`src/rtl/load_store_unit_if.sv`:
```
// load_store_unit_if: core request, memory bus and load result signals of the load/store unit.
interface load_store_unit_if;
    logic        req_valid;
    logic        is_store;
    logic [2:0]  funct3;
    logic [31:0] addr;
    logic [31:0] wdata;
    logic        stall;
    logic [31:0] load_data;
    logic        fault;
    logic        mem_req;
    logic        mem_we;
    logic [31:0] mem_addr;
    logic [3:0]  mem_be;
    logic [31:0] mem_wdata;
    logic        mem_ready;
    logic [31:0] mem_rdata;
    modport master (
        output req_valid, is_store, funct3, addr, wdata, mem_ready, mem_rdata,
        input  stall, load_data, fault, mem_req, mem_we, mem_addr, mem_be, mem_wdata
    );
    modport slave (
        input  req_valid, is_store, funct3, addr, wdata, mem_ready, mem_rdata,
        output stall, load_data, fault, mem_req, mem_we, mem_addr, mem_be, mem_wdata
    );
endinterface

```
`src/rtl/load_store_unit.sv`:
```
// load_store_unit: byte/half/word load-store engine with memory handshake, timeout and load formatting.
module load_store_unit #(
    parameter int unsigned MAX_WAIT = 255
) (
    input logic              clk,
    input logic              rst,
    load_store_unit_if.slave bus
);
    typedef enum logic [1:0] {S_IDLE, S_WAIT, S_DONE} state_t;
    state_t      state_q, state_d;
    logic        req_q, req_d, we_q, we_d, flt_q, flt_d;
    logic [31:0] addr_q, addr_d, wdata_q, wdata_d, ld_q, ld_d;
    logic [3:0]  be_q, be_d;
    logic [15:0] cnt_q, cnt_d;
    logic [2:0]  f3_q, f3_d;
    logic [1:0]  off_q, off_d;
    logic [1:0]  a;
    logic [2:0]  f3;
    logic        align_ok, f3_ok, legal;
    logic [3:0]  be_n;
    logic [31:0] wd_n, fmt;
    logic [7:0]  byte_v;
    logic [15:0] half_v;
    always_comb begin
        a        = bus.addr[1:0];
        f3       = bus.funct3;
        align_ok = (f3[1:0] == 2'b01) ? ~a[0] : (f3[1:0] == 2'b10) ? (a == 2'b00) : 1'b1;
        f3_ok    = bus.is_store ? (f3[2] == 1'b0 && f3[1:0] != 2'b11)
                                : (f3 != 3'b011 && f3[2:1] != 2'b11);
        legal    = f3_ok & align_ok;
        be_n     = (!bus.is_store || f3[1]) ? 4'hF : f3[0] ? (4'b0011 << a) : (4'b0001 << a);
        wd_n     = f3[1] ? bus.wdata : f3[0] ? {2{bus.wdata[15:0]}} : {4{bus.wdata[7:0]}};
        byte_v   = 8'(bus.mem_rdata >> {off_q, 3'b000});
        half_v   = off_q[1] ? bus.mem_rdata[31:16] : bus.mem_rdata[15:0];
        fmt      = f3_q[1] ? bus.mem_rdata
                 : f3_q[0] ? {{16{~f3_q[2] & half_v[15]}}, half_v}
                 : {{24{~f3_q[2] & byte_v[7]}}, byte_v};
    end
    always_comb begin
        state_d = state_q;
        req_d   = req_q;
        we_d    = we_q;
        flt_d   = flt_q;
        addr_d  = addr_q;
        wdata_d = wdata_q;
        ld_d    = ld_q;
        be_d    = be_q;
        cnt_d   = cnt_q;
        f3_d    = f3_q;
        off_d   = off_q;
        if (state_q == S_IDLE) begin
            if (bus.req_valid && legal) begin
                state_d = S_WAIT;
                req_d   = 1'b1;
                we_d    = bus.is_store;
                addr_d  = {bus.addr[31:2], 2'b00};
                be_d    = be_n;
                wdata_d = wd_n;
                cnt_d   = '0;
                f3_d    = f3;
                off_d   = a;
            end
        end else if (state_q == S_WAIT) begin
            if (bus.mem_ready) begin
                state_d = S_DONE;
                req_d   = 1'b0;
                ld_d    = we_q ? ld_q : fmt;
            end else if (cnt_q == 16'(MAX_WAIT - 1)) begin
                state_d = S_DONE;
                req_d   = 1'b0;
                ld_d    = '0;
                flt_d   = 1'b1;
            end else begin
                cnt_d = cnt_q + 16'd1;
            end
        end else begin
            state_d = S_IDLE;
            flt_d   = 1'b0;
        end
    end
    always_ff @(posedge clk) begin
        if (rst) begin
            state_q <= S_IDLE;
            req_q   <= 1'b0;
            we_q    <= 1'b0;
            flt_q   <= 1'b0;
            addr_q  <= '0;
            wdata_q <= '0;
            ld_q    <= '0;
            be_q    <= '0;
            cnt_q   <= '0;
            f3_q    <= '0;
            off_q   <= '0;
        end else begin
            state_q <= state_d;
            req_q   <= req_d;
            we_q    <= we_d;
            flt_q   <= flt_d;
            addr_q  <= addr_d;
            wdata_q <= wdata_d;
            ld_q    <= ld_d;
            be_q    <= be_d;
            cnt_q   <= cnt_d;
            f3_q    <= f3_d;
            off_q   <= off_d;
        end
    end
    // Illegal requests fault immediately in IDLE; timeouts fault from the latched flag in DONE.
    assign bus.stall     = bus.req_valid & legal & (state_q != S_DONE);
    assign bus.fault     = flt_q | ((state_q == S_IDLE) & bus.req_valid & ~legal);
    assign bus.load_data = ld_q;
    assign bus.mem_req   = req_q;
    assign bus.mem_we    = we_q;
    assign bus.mem_addr  = addr_q;
    assign bus.mem_be    = be_q;
    assign bus.mem_wdata = wdata_q;
endmodule

```
`src/flat_wrapper.sv`:
```
// flat-port wrapper written by rule: the top's interface ports become plain ports
module load_store_unit_flat 
#(
    parameter int unsigned MAX_WAIT = 255
)
  (clk, rst, bus_req_valid, bus_is_store, bus_funct3, bus_addr, bus_wdata, bus_mem_ready, bus_mem_rdata, bus_stall, bus_load_data, bus_fault, bus_mem_req, bus_mem_we, bus_mem_addr, bus_mem_be, bus_mem_wdata);
  load_store_unit_if bus_i ();
  input logic clk;
  input logic rst;
  input wire logic [$bits(bus_i.req_valid)-1:0] bus_req_valid;
  input wire logic [$bits(bus_i.is_store)-1:0] bus_is_store;
  input wire logic [$bits(bus_i.funct3)-1:0] bus_funct3;
  input wire logic [$bits(bus_i.addr)-1:0] bus_addr;
  input wire logic [$bits(bus_i.wdata)-1:0] bus_wdata;
  input wire logic [$bits(bus_i.mem_ready)-1:0] bus_mem_ready;
  input wire logic [$bits(bus_i.mem_rdata)-1:0] bus_mem_rdata;
  output wire logic [$bits(bus_i.stall)-1:0] bus_stall;
  output wire logic [$bits(bus_i.load_data)-1:0] bus_load_data;
  output wire logic [$bits(bus_i.fault)-1:0] bus_fault;
  output wire logic [$bits(bus_i.mem_req)-1:0] bus_mem_req;
  output wire logic [$bits(bus_i.mem_we)-1:0] bus_mem_we;
  output wire logic [$bits(bus_i.mem_addr)-1:0] bus_mem_addr;
  output wire logic [$bits(bus_i.mem_be)-1:0] bus_mem_be;
  output wire logic [$bits(bus_i.mem_wdata)-1:0] bus_mem_wdata;
  assign bus_i.req_valid = bus_req_valid;
  assign bus_i.is_store = bus_is_store;
  assign bus_i.funct3 = bus_funct3;
  assign bus_i.addr = bus_addr;
  assign bus_i.wdata = bus_wdata;
  assign bus_i.mem_ready = bus_mem_ready;
  assign bus_i.mem_rdata = bus_mem_rdata;
  assign bus_stall = bus_i.stall;
  assign bus_load_data = bus_i.load_data;
  assign bus_fault = bus_i.fault;
  assign bus_mem_req = bus_i.mem_req;
  assign bus_mem_we = bus_i.mem_we;
  assign bus_mem_addr = bus_i.mem_addr;
  assign bus_mem_be = bus_i.mem_be;
  assign bus_mem_wdata = bus_i.mem_wdata;
  load_store_unit #(.MAX_WAIT(MAX_WAIT)) u_core (.clk(clk), .rst(rst), .bus(bus_i));
endmodule
```
`config.mk`:
```
export PLATFORM = sky130hd
export DESIGN_NAME = load_store_unit_flat
export DESIGN_NICKNAME = d
export VERILOG_FILES = /design/src/rtl/load_store_unit_if.sv /design/src/rtl/load_store_unit.sv /design/src/flat_wrapper.sv
export SDC_FILE = /design/constraint.sdc
export NUM_CORES = 1
export LEC_CHECK = 0
export CAP_MARGIN = 20
export CORE_UTILIZATION = 50
export CTS_BUF_LIST = sky130_fd_sc_hd__clkbuf_4
export DETAILED_ROUTE_END_ITERATION = 8
export HOLD_SLACK_MARGIN = 0.06
export PLACE_DENSITY_LB_ADDON = 0.1
export SYNTH_ARGS = -nofsm -noshare
export SYNTH_HDL_FRONTEND = slang
export SYNTH_SLANG_ARGS = --single-unit
```
`constraint.sdc`:
```
create_clock -name clk -period 5.7 [get_ports clk]
set_input_delay 1.71 -clock clk [delete_from_list [all_inputs] [get_ports clk]]
set_output_delay 1.71 -clock clk [all_outputs]
set_load 0.02 [all_outputs]
```
==> impl_metrics.toml <==
[clock_tree]
cts_made_buffers = 17
root_buffer = "clkbuf_4"
clk_latency_ns = 0.52
post_cts_buffers = 0
cts_hold_buf = 0
post_cts_resized = 0
path_clk_slew_ns = 0.10
clock-sinks = 124
h-tree-depth = 4
ctsLongestPathBuffers = 2
tritoncts = "built"

[critical_path]
end_kind = "primary output"
crit_fanout = 3
r2r_setup_slack_ns = 3.23
criticalPathCategory = "primary input to primary output"
arrival_ns = 3.48
cp.required_ns = 3.99
startpoint_type = "primary input"

[placement]
place_congestion = 0.915
dpl.cell_count = 986
io_buffers = 205
hpwl_mm = 11.9

[finish]
layout_common_cells = "204 x clkdlybuf4s50_1, 124 x dfxtp_1, 123 x nand2_1"
fin_cells = 1017
layout-drive-gt1-share_pct = 5.82
area_delta_synth_final_pct = 41.2
nets = 972
final_common_cell = "clkdlybuf4s50_1"
diodes = 0
n_fill_cell = 851

[outcome]
run_status = "finished, final reports clean"

[pwr]
power_density_mw_per_mm2 = 229
power_leakage_nw = 2.82
ir_drop_uv = 253

[timing]
period_needed_ns = 5.19
relSlewSlack_pct = 41.1
fin_crit_sh_pct = 91.0
fin_hold_ws_ns = 0.458
finalClockSkew_ns = 0.0129
hold_viol_final = 0
rsz0062_at_grt = "no"
maxClockFrequency_mhz = 193
worstMarginPinSlew_ns = 0.884
setup_viol = 0
final.setup.tns_ns = 0
slew_viol_final = 0

[synth]
synth_largest_area_cell = "dfxtp_1"
synth_area_leaders = "dfxtp_1 44%, nand2_1 8.1%, a21oi_1 7.4%"
netlist-cell-type-count = 56
synth_top_family_by_area = "compound AO/OA/AOI/OAI gates"
netlist_instances = 684
synthArstFlopShare_pct = 0
synthFlopType = "dfxtp_1"
synth_fa_ha_area_share_pct = 0.439
ys_ff_latch = 124
synth_warnings = 0
netlist_area_mm2 = 0.00570
synth_compound_area_share_pct = 23.5
synthXorXnorAreaFrac_pct = 0.307
seq_area_frac_synth_pct = 43.5
synthSimpleGateAreaFrac_pct = 22.2
synth_top_area_share_pct = 43.5
synthMuxAreaShare_pct = 4.13
synth_edf_count = 0
synth_area_per_cell_um2 = 8.33

[floorplanning]
die_w_um = 109
io_pins = 208
die_h_um = 109
dieArea_mm2 = 0.0118
start_util_pct = 51.9
row_count = 38
core_area_mm2 = 0.0110

[grt]
grt_pass1_vias = 5371
antenna_found_initial = 0
grt_max_degree = 84
grt_usage_pct = 28.5
grt_pass1_wl_mm = 26.0
gr-total-overflow = 0

[route]
vias = 5733
drt_iter0_markers = 361
first_pass_iters = 7
drcViolationCount = 0
wl_per_cell_um = 16.4
ant_nets = 0
via_per_inst = 5.64
finalWirelength_mm = 16.7

[hold_path]
hold_class = "register to register"

[job]
cap_violations = 0
==> synth_stat cells (all sizes together) (2+ instances only) <==
library cell,instances
or3,8
clkbuf,33
mux2i,19
nand4,7
nor2,29
a211oi,17
o2bb2ai,6
a31o,2
o31ai,5
and4,2
nand2,123
inv,27
a211o,24
nor2b,12
dfxtp,124
mux2,2
a21oi,85
o2111ai,8
buf,22
o21a,2
o21ai,24
or4,5
and3b,7
nand3b,2
nand2b,20
a32o,17
nor3,9
ha,2
a21o,2
nor3b,10
nand3,8
nor4,5
xnor2,2
==> area by class of cell <==
cell class / instances / area [um2] / share of cell area, %
clock inverter: 10 / 101 / 1.26
tap: 140 / 175 / 2.18
timing repair buffer: 217 / 2140 / 26.6
clock buffer: 20 / 150 / 1.87
inverter: 27 / 101 / 1.26
sequential: 124 / 2480 / 30.8
multi-input combinational: 479 / 2900 / 36.0
==> cell families (layout without fill, tap and decap cells) <==
group,count (synthesis),in the layout
buffers and inverters,82,274
other,1,2
multiplexers,22,22
AO/OA/AOI/OAI,199,199
XOR/XNOR,2,2
flip-flops,124,124
adder cells (fa/ha/maj),2,2
AND/OR/NAND/NOR,252,252
==> stage by stage <==
stage               worst slack [ns]  utilization (%)  cell area (um2)  power, mW
finish                         0.513             73.3             8050       1.84
global route                   0.425             73.3             8050       1.93
CTS                            0.524             73.2             8040       1.86
detailed placement             0.525             70.9             7790       1.28
global placement               0.575             70.9             7790       1.28
floorplan                       1.41                -             5700       1.11
==> worst max-delay path: stages <==
cell	delay (ns)
clkdlybuf4s50_1	0.49
nor3b_1	0.48
a21o_1	0.20
clkdlybuf4s50_1	0.60
==> per-layer routing <==
metal  GRT usage (%)  wire length, um
met3            12.3             1550
met4            11.0              332
met5               0                0
met2            47.4             8230
met1            32.1             6610
==> worst paths after layout <==
kind                                                       startpoint                               endpoint  cells after the start
worst max-delay path                                    bus_req_valid                              bus_fault                      4
worst min-delay path            u_core.bus.mem_wdata[28]$_SDFFE_PP0P_  u_core.bus.mem_wdata[28]$_SDFFE_PP0P_                      2
worst max register to register         u_core.state_q[1]$_SDFFE_PP0P_   u_core.bus.mem_addr[17]$_SDFFE_PP0P_                      5
worst min register to register  u_core.bus.mem_wdata[28]$_SDFFE_PP0P_  u_core.bus.mem_wdata[28]$_SDFFE_PP0P_                      2
==> state kept, by name, indices dropped and copies added, names as in the netlist <==
| signal | count |
|---|---|
| u_core.f3_q | 3 |
| u_core.state_q | 2 |
| u_core.bus.mem_we | 1 |
| u_core.bus.mem_wdata | 32 |
| u_core.bus.mem_addr | 30 |
| u_core.flt_q | 1 |
| u_core.bus.mem_req | 1 |
| u_core.bus.load_data | 32 |
| u_core.cnt_q | 16 |
| u_core.off_q | 2 |
| u_core.bus.mem_be | 4 |
==> where the power goes <==
part	internal, mW	switching (mW)	total, mW	leakage (nW)
clock	0.263	0.312	0.575	0.137
sequential	0.898	0.0226	0.921	1.01
combinational	0.169	0.177	0.346	1.67
total	1.33	0.512	1.84	2.82
(Power assumes the default switching activity.)
